===== src/rtl/uart_tx_pkg.sv =====
// Shared 8N1 framing constants and transmitter FSM encodings.
// Imported by the transmitter, its buffer and any companion receiver.
package uart_tx_pkg;

  localparam int UART_DATA_BITS = 8;

  localparam logic UART_START_BIT  = 1'b0;
  localparam logic UART_STOP_BIT   = 1'b1;
  localparam logic UART_IDLE_LEVEL = 1'b1;

  localparam logic [1:0] ST_IDLE  = 2'd0;
  localparam logic [1:0] ST_START = 2'd1;
  localparam logic [1:0] ST_DATA  = 2'd2;
  localparam logic [1:0] ST_STOP  = 2'd3;

  typedef logic [UART_DATA_BITS-1:0] uart_byte_t;

  function automatic logic uart_on_line(input logic [1:0] st);
    return st != ST_IDLE;
  endfunction

endpackage


===== src/rtl/uart_tx_fifo.sv =====
// Single-clock byte buffer, first-word fall-through read; flags registered via count.
// Writes while full are dropped even if a pop happens in the same cycle.
module uart_tx_fifo
  import uart_tx_pkg::*;
#(
  parameter int FIFO_DEPTH = 4
) (
  input  logic       clk,
  input  logic       reset,
  input  logic       wr_en_i,
  input  uart_byte_t wr_data_i,
  input  logic       rd_en_i,
  output uart_byte_t rd_data_o,
  output logic       full_o,
  output logic       empty_o
);

  localparam int AW = (FIFO_DEPTH > 1) ? $clog2(FIFO_DEPTH) : 1;
  localparam int CW = AW + 1;

  logic [AW-1:0] wr_ptr_q, wr_ptr_d;
  logic [AW-1:0] rd_ptr_q, rd_ptr_d;
  logic [CW-1:0] count_q, count_d;
  uart_byte_t    mem_q [FIFO_DEPTH];

  logic wr_ok;
  logic rd_ok;

  assign full_o    = (count_q == CW'(FIFO_DEPTH));
  assign empty_o   = (count_q == '0);
  assign wr_ok     = wr_en_i & ~full_o;
  assign rd_ok     = rd_en_i & ~empty_o;
  assign rd_data_o = mem_q[rd_ptr_q];

  // Depth is a power of two, so pointer overflow is the modulo wrap.
  always_comb begin
    wr_ptr_d = wr_ptr_q;
    rd_ptr_d = rd_ptr_q;
    count_d  = count_q;
    if (wr_ok) wr_ptr_d = wr_ptr_q + AW'(1);
    if (rd_ok) rd_ptr_d = rd_ptr_q + AW'(1);
    case ({wr_ok, rd_ok})
      2'b10:   count_d = count_q + CW'(1);
      2'b01:   count_d = count_q - CW'(1);
      default: count_d = count_q;
    endcase
  end

  always_ff @(posedge clk) begin
    if (reset) begin
      wr_ptr_q <= '0;
      rd_ptr_q <= '0;
      count_q  <= '0;
    end else begin
      wr_ptr_q <= wr_ptr_d;
      rd_ptr_q <= rd_ptr_d;
      count_q  <= count_d;
    end
  end

  always_ff @(posedge clk) begin
    if (wr_ok && !reset) mem_q[wr_ptr_q] <= wr_data_i;
  end

endmodule


===== src/rtl/uart_tx.sv =====
// Buffered 8N1 UART transmitter; tx falls 2 cycles after a write into an idle empty buffer.
// tx_full flags a full buffer (further writes dropped); tx_en gates new frames only.
module uart_tx
  import uart_tx_pkg::*;
#(
  parameter int CLKS_PER_BIT = 16,
  parameter int FIFO_DEPTH   = 4
) (
  input  logic       clk,
  input  logic       reset,
  input  logic       tx_en,
  input  logic       tx_wr,
  input  logic [7:0] tx_data,
  output logic       tx,
  output logic       tx_full,
  output logic       tx_empty,
  output logic       txing,
  output logic       tx_success
);

  localparam logic [7:0] CNT_LAST = 8'(CLKS_PER_BIT - 1);

  logic [1:0] state_q, state_d;
  logic [7:0] cnt_q, cnt_d;
  logic [2:0] bit_idx_q, bit_idx_d;
  uart_byte_t shift_q, shift_d;
  logic       tx_q, tx_d;

  logic       fifo_rd;
  uart_byte_t fifo_dout;
  logic       bit_end;
  logic       can_start;

  uart_tx_fifo #(
    .FIFO_DEPTH(FIFO_DEPTH)
  ) u_fifo (
    .clk       (clk),
    .reset     (reset),
    .wr_en_i   (tx_wr & ~reset),
    .wr_data_i (tx_data),
    .rd_en_i   (fifo_rd),
    .rd_data_o (fifo_dout),
    .full_o    (tx_full),
    .empty_o   (tx_empty)
  );

  assign bit_end   = (cnt_q == CNT_LAST);
  assign can_start = tx_en & ~tx_empty;

  always_comb begin
    state_d   = state_q;
    cnt_d     = bit_end ? 8'd0 : cnt_q + 8'd1;
    bit_idx_d = bit_idx_q;
    shift_d   = shift_q;
    tx_d      = tx_q;
    fifo_rd   = 1'b0;
    case (state_q)
      ST_IDLE: begin
        cnt_d = 8'd0;
        if (can_start) begin
          state_d = ST_START;
          fifo_rd = 1'b1;
          shift_d = fifo_dout;
          tx_d    = UART_START_BIT;
        end
      end
      ST_START: begin
        if (bit_end) begin
          state_d   = ST_DATA;
          bit_idx_d = 3'd0;
          tx_d      = shift_q[0];
          shift_d   = shift_q >> 1;
        end
      end
      ST_DATA: begin
        if (bit_end) begin
          if (bit_idx_q == 3'd7) begin
            state_d = ST_STOP;
            tx_d    = UART_STOP_BIT;
          end else begin
            bit_idx_d = bit_idx_q + 3'd1;
            tx_d      = shift_q[0];
            shift_d   = shift_q >> 1;
          end
        end
      end
      ST_STOP: begin
        // Chaining straight into the next start bit leaves no idle gap.
        if (bit_end) begin
          if (can_start) begin
            state_d = ST_START;
            fifo_rd = 1'b1;
            shift_d = fifo_dout;
            tx_d    = UART_START_BIT;
          end else begin
            state_d = ST_IDLE;
            tx_d    = UART_IDLE_LEVEL;
          end
        end
      end
      default: begin
        state_d = ST_IDLE;
        cnt_d   = 8'd0;
        tx_d    = UART_IDLE_LEVEL;
      end
    endcase
  end

  always_ff @(posedge clk) begin
    if (reset) begin
      state_q   <= ST_IDLE;
      cnt_q     <= 8'd0;
      bit_idx_q <= 3'd0;
      shift_q   <= '0;
      tx_q      <= UART_IDLE_LEVEL;
    end else begin
      state_q   <= state_d;
      cnt_q     <= cnt_d;
      bit_idx_q <= bit_idx_d;
      shift_q   <= shift_d;
      tx_q      <= tx_d;
    end
  end

  assign tx         = tx_q;
  assign txing      = uart_on_line(state_q);
  assign tx_success = (state_q == ST_STOP) & bit_end;

endmodule

===== config.mk =====
export PLATFORM = sky130hd
export DESIGN_NAME = uart_tx
export DESIGN_NICKNAME = d
export VERILOG_FILES = /design/src/rtl/uart_tx_pkg.sv /design/src/rtl/uart_tx_fifo.sv /design/src/rtl/uart_tx.sv
export SDC_FILE = /design/constraint.sdc
export NUM_CORES = 1
export LEC_CHECK = 0
export ABC_AREA = 1
export CORE_MARGIN = 4
export CORE_UTILIZATION = 45
export DETAILED_ROUTE_END_ITERATION = 6
export GPL_TIMING_DRIVEN = 1
export HOLD_SLACK_MARGIN = 0.12
export PLACE_DENSITY = 0.59
export SETUP_SLACK_MARGIN = 0.1
export SKIP_LAST_GASP = 1
export SLEW_MARGIN = 20
export SYNTH_ARGS = -nofsm -noshare
export SYNTH_HDL_FRONTEND = slang
export SYNTH_HIERARCHICAL = 1
export SYNTH_SLANG_ARGS = --single-unit

===== constraint.sdc =====
create_clock -name clk -period 2.9 [get_ports clk]
set_input_delay 0.87 -clock clk [delete_from_list [all_inputs] [get_ports clk]]
set_output_delay 0.87 -clock clk [all_outputs]
set_load 0.03 [all_outputs]

### Yosys cells after proc, flatten, opt, wreduce, memory -nomap -nowiden

Memory sizes are Yosys's and may differ from the RTL's. A register that Yosys moved wholly into a read port is not among the register bits.
Cells that the tools add are included.

| storage, ports and cells | value |
|---|---|
| flip-flop bits (word level) | 29 |
| bits in writable memories | 32 |
| input port bits | 12 |
| logic and storage cells | 81 |
| memories kept | 1 |

Memories:

| name | depth | width | read ports | clocked after Yosys merged registers in | write ports | RTL line | text |
|---|---|---|---|---|---|---|---|
| u_fifo.mem_q | 4 | 8 | 1 | 1 | 1 | uart_tx_fifo.sv:24 | `uart_byte_t mem_q [FIFO_DEPTH];` |

| operators by class | value |
|---|---|
| $add $sub $neg | 6 |
| eq/ne operators | 14 |
| muxes and demuxes | 32 |
| bitwise operators | 8 |
| reductions and logical operators | 12 |

Operator list:

| cell | count |
|---|---|
| 8-bit 2-to-1 mux | 5 |
| 8-bit case mux with 4 select lines | 1 |
| 2-bit 2-to-1 mux | 7 |
| 2-bit != test, second input constant | 6 |
| 3-bit case mux with 2 select lines | 2 |
| 4-bit AND reduction | 3 |
| 1-bit 2-to-1 mux | 11 |
| 3-bit 2-to-1 mux | 3 |
| 8-bit by 1-bit adder with 8-bit output, second input constant | 1 |
| 8-bit by 4-bit == test with 1-bit output, second input constant | 1 |
| 2-bit case mux with 4 select lines | 1 |
| 3-bit by 1-bit adder with 3-bit output, second input constant | 2 |
| 2-bit == test, second input constant | 3 |
| 3-bit == test, second input constant | 2 |
| 2-bit nonzero test | 3 |
| 1-bit bitwise AND | 5 |
| 5-bit AND reduction | 1 |
| 2-bit by 1-bit adder with 2-bit output, second input constant | 2 |
| 2-bit by 1-bit == test with 1-bit output, second input constant | 2 |
| 1-bit case mux with 4 select lines | 1 |
| 3-bit logical NOT | 1 |
| 1-bit inverter | 3 |
| 3-bit OR reduction | 1 |
| 3-bit by 1-bit subtractor with 3-bit output, second input constant | 1 |
| 4 further kinds | 4 |

### Longest topological paths before layout

| depth | value |
|---|---|
| depth after elaboration | 9 |
| depth in mapped cells | 18 |

### By module

Netlist, hierarchy kept.

Modules (own cells, without submodules):

| module | times used | cells each | area each (um^2) | sequential area each (um^2) |
|---|---|---|---|---|
| uart_tx_fifo | 1 | 151 | 1707.9 | 1141.1 |
| uart_tx | 1 | 169 | 1255.0 | 440.4 |

### Worst setup path after synthesis

No wires, ideal clock.

| path | value |
|---|---|
| path kind | flip-flop to flip-flop |
| start | register cnt_q[0] |
| end | register u_fifo.count_q[2] |
| arrival | 2.600 ns |
| required time | 2.787 ns |
| path slack | 0.187 ns |
| cell stages (with the launch flop) | 19 |
| cells stage by stage | dfxtp_1 > ha_1 > nand3_2 > inv_2 > nand3_2 > nor2_1 > nor2_1 > nor3_1 > nand2_1 > inv_1 > ha_1 > inv_1 > fa_1 > inv_1 > nand2_1 > nand3_1 > nand2_1 > nand2_1 > nor2_1 |

| between the ends | value |
|---|---|
| longest elaborated chain between the ends | 6 |
| elaborated cells between the ends (all ways) | 8 |

Ends and longest elaborated chain:

| what | RTL line | text |
|---|---|---|
| start, declared | uart_tx.sv:24 | `logic [7:0] cnt_q, cnt_d;` |
| start signal, assigned | uart_tx.sv:118 | `cnt_q <= cnt_d;` |
| 8-bit by 4-bit == test with 1-bit output * | uart_tx.sv:47 | `assign bit_end = (cnt_q == CNT_LAST);` |
| 1-bit 2-to-1 mux * | uart_tx.sv:89 | `if (bit_end) begin` |
| 1-bit case mux with 2 select lines * | uart_tx.sv:57 | `case (state_q)` |
| net fifo_rd | uart_tx.sv:29 | `logic fifo_rd;` |
| 1-bit bitwise AND * | uart_tx_fifo.sv:32 | `assign rd_ok = rd_en_i & ~empty_o;` |
| 2-bit by 1-bit == test with 1-bit output / 2-bit == test (equally long branches) | uart_tx_fifo.sv:42 | `case ({wr_ok, rd_ok})` |
| 3-bit case mux with 2 select lines / 2-bit nonzero test (equally long branches) | -- |  |
| end signal, assigned | uart_tx_fifo.sv:57 | `count_q <= count_d;` |
| end, declared | uart_tx_fifo.sv:23 | `logic [CW-1:0] count_q, count_d;` |

Mark *: on every way through the listed nets, which the timed path passes. The rest lies on a longest branch.
A chain may end at the register's enable or synchronous reset.

### Final worst setup path

| path | value |
|---|---|
| start | register state_q[0] |
| end | output port txing |

| between the ends | value |
|---|---|
| longest elaborated chain between the ends | 1 |

Ends and longest elaborated chain:

| what | RTL line | text |
|---|---|---|
| start, declared | uart_tx.sv:23 | `logic [1:0] state_q, state_d;` |
| start signal, assigned | uart_tx.sv:117 | `state_q <= state_d;` |
| 2-bit nonzero test | uart_tx_pkg.sv:19 | `return st != ST_IDLE;` |
| end, declared | uart_tx.sv:17 | `output logic txing,` |

Every way passes these cells.

==> results by group <==
Clock tree
  – CTS Root Cell: clkbuf_8
  – Number of clock sinks: 63
  – Clock Pin Slew Worst Setup and Hold Paths: 80 ps
  – Hold_buf cts: 0
  – TritonCTS buffer count: 9
  – H-tree Lvls: 3
  – TritonCTS clock tree: done
  – Worst skew pair latency: 350 ps
  – CTS Buffer Depth: 2

Logic synthesis
  – Synth Flop Type: edfxtp_1
  – Async set-reset flop share out of synthesis: 0%
  – Syn nets: 346
  – Seq/Total Area, Yosys: 53.4%
  – Synth area leaders: edfxtp_1 (32%), dfxtp_1 (21%), nor2_1 (6.7%)
  – Mapped Cells: 320
  – Yosys warns: 6
  – Yosys reg bits: 63
  – Post-synth cell types: 34
  – Synth top area share: 32.4%
  – Post-synth EDFFs: 32
  – Area leader, netlist: edfxtp_1
  – Syn avg cell area: 9.26 sq um
  – Syn Std Cell Area: 2960 sq um

Floorplan
  – Ports: 17
  – Die ar.: 7950 sq um
  – Die X: 89.1 microns
  – CORE AREA: 6390 sq um
  – Die Height: 89.1 microns
  – Row cnt: 29
  – Initial Util: 46.4%

Placement
  – IO buf count: 16
  – Routability cong.: 0.753
  – Cells after DPL: 417
  – HPWL after detailed placement: 3610 microns

Route
  – DRC: 0
  – Via density: 4.86
  – Via count: 2,103
  – Drt pass-1 iters: 4
  – Highest Signal Layer: met4
  – Initial DRC count: 86
  – Routed met2 length: 2500 microns
  – DR WL/cell: 12.1 microns
  – Routed Antenna Nets: 0
  – Final WL: 5240 microns
  – Wire length on met1: 2480 microns
  – Met3 WL: 163 microns

Critical path
  – WP data arrival: 1850 ps
  – Crit path launch type: flip-flop
  – Worst EP required: 2030 ps
  – Max FO, Critical Path: 6
  – WS Path Type: reg2out
  – Critical Path Sink Type: primary output

Power
  – Max rail drop VDD: 0.615 mV
  – Leak: 1.44 nW
  – PwrDens: 856 nW/um^2

Global routing
  – Pin count of the biggest net entering global routing: 23
  – GRT Util Overall: 15.0%
  – Vias in the first global route: 1,997
  – First-pass GRT wire length: 8870 microns
  – Initial antenna violation count: 0
  – Global route overflow: 0

STA
  – Pins Over Slew Limit: 0
  – Worst hold slack: 466 ps
  – Final Cycle Share: 93.7%
  – Endpoints failing setup: 0
  – Fin crit period: 2720 ps
  – RSZ-0062 raised after global routing: false
  – Slew headroom: 72.2%
  – Achievable Freq: 368 MHz
  – Setup TNS: 0 ps
  – Final hold violations: 0
  – Layout Skew: 9.83 ps
  – Worst Tran Pin Value: 417 ps

Layout
  – Inserted Diodes: 0
  – Area added between synthesis and finish: 17.6%
  – Final core utilization: 54.6%
  – Nets: 377
  – Non-Filler Instances: 433
  – Fraction of layout cells with a size suffix above 1: 12.4%

Outcome
  – Status: finished, final reports clean

Job
  – Max-cap violations: 0

Worst hold path
  – Min-delay worst type: reg2reg
[logic make-up after synthesis]
kind of cell             share of synthesized area [%]
multiplexers                                      2.36
AO/OA/AOI/OAI                                     10.0
adder cells (fa/ha/maj)                           6.17
AND/OR/NAND/NOR                                   19.7
XOR/XNOR                                         0.591
buffers and inverters                             7.81
flip-flops                                        53.4
[synth_stat cells (2+ instances only)]
| master | number |
|---|---|
| a21oi_1 | 19 |
| nor3_1 | 4 |
| o21ai_0 | 16 |
| nand3_1 | 21 |
| edfxtp_1 | 32 |
| mux2i_1 | 7 |
| buf_6 | 6 |
| nand2_2 | 2 |
| inv_2 | 3 |
| nand3_2 | 2 |
| ha_1 | 13 |
| nand2_1 | 43 |
| inv_1 | 38 |
| nor3b_1 | 2 |
| nor2_1 | 53 |
| o21ai_2 | 3 |
| dfxtp_1 | 31 |
| o22ai_1 | 8 |
| nor2_2 | 2 |
[cell type report]
type | count | area (sq um)
well taps | 77 | 96.3
clock inverters | 7 | 128
fillers | 597 | 2900
repair buffers | 27 | 243
clock buffers | 9 | 124
inverters | 42 | 160
multi-input cells | 208 | 1150
flip-flops and latches | 63 | 1580
[critical path, stage by stage, from the launching register on]
cell and delay (ps):
dfxtp_1 420, inv_1 110, ha_1 240, inv_1 80
clkdlybuf4s50_1 660
[worst paths after layout]
path	startpoint	slack (ps)	depth (start not counted)	endpoint
max	state_q[0]	180	4	txing
min	cnt_q[0]	470	1	cnt_q[0]
max reg2reg	cnt_q[0]	410	18	u_fifo/count_q[2]
min reg2reg	cnt_q[0]	470	1	cnt_q[0]
[through the flow]
step	total power [mW]	worst slack [ps]	cell area (sq um)
after floorplan	1.92	187	2960
after global placement	2.05	91.4	3230
after detailed placement	2.06	73.2	3230
after CTS	3.02	157	3480
after global routing	3.19	98.1	3480
final	2.98	184	3480
[routing by layer]
metal / track usage, % / vias up
met5: 0 / -
met4: 6.09 / 0
met3: 5.53 / 8
met2: 23.8 / 20
met1: 18.4 / 948
li1: - / 1127
[flip-flops by register name, summed over array words and instances (netlist names), named ones only]
signal	flops
state_q	2
bit_idx_q	3
cnt_q	8
shift_q	8
u_fifo/wr_ptr_q	2
u_fifo/mem_q	32
u_fifo/rd_ptr_q	2
u_fifo/count_q	3
tx	1
[where the power goes]
group          total (mW)  switching, mW  leakage, nW  internal, mW
logic               0.941          0.574        0.770         0.367
registers            1.09         0.0586        0.542          1.03
clock network       0.952          0.368        0.126         0.584
total                2.98           1.00         1.44          1.98
[placed cells by master, fill, tap and decap left out]
cell	instances
edfxtp_1	32
clkbuf_8	9
buf_4	11
inv_1	38
bufinv_16	3
o21ai_2	3
nand2_4	1
clkinv_4	1
o22ai_1	8
xor2_1	1
a21oi_2	1
fa_1	1
nand3b_1	1
o21bai_1	1
nand2_1	43
mux2i_1	7
nor2_2	3
inv_4	1
dfxtp_1	31
xnor2_1	1
nor2_1	52
and3_1	1
clkdlybuf4s50_1	15
nor3_1	4
nand3_1	21
nand4_1	1
inv_2	3
nor3b_1	2
o21ai_1	1
a21oi_4	1
nand3_2	2
inv_8	1
inv_6	2
o21ai_0	16
o21a_1	1
a21oi_1	19
nand2_2	2
clkdlybuf4s15_1	1
ha_1	13
nor4_1	1
[timing repair]
| item | CTS | global route |
|---|---|---|
| resized for setup | 1 | 2 |
| endpoints found under the setup margin | 1 | 2 |
| setup buffers | 0 | 0 |
Note: power is estimated with default switching activity, not from simulation.
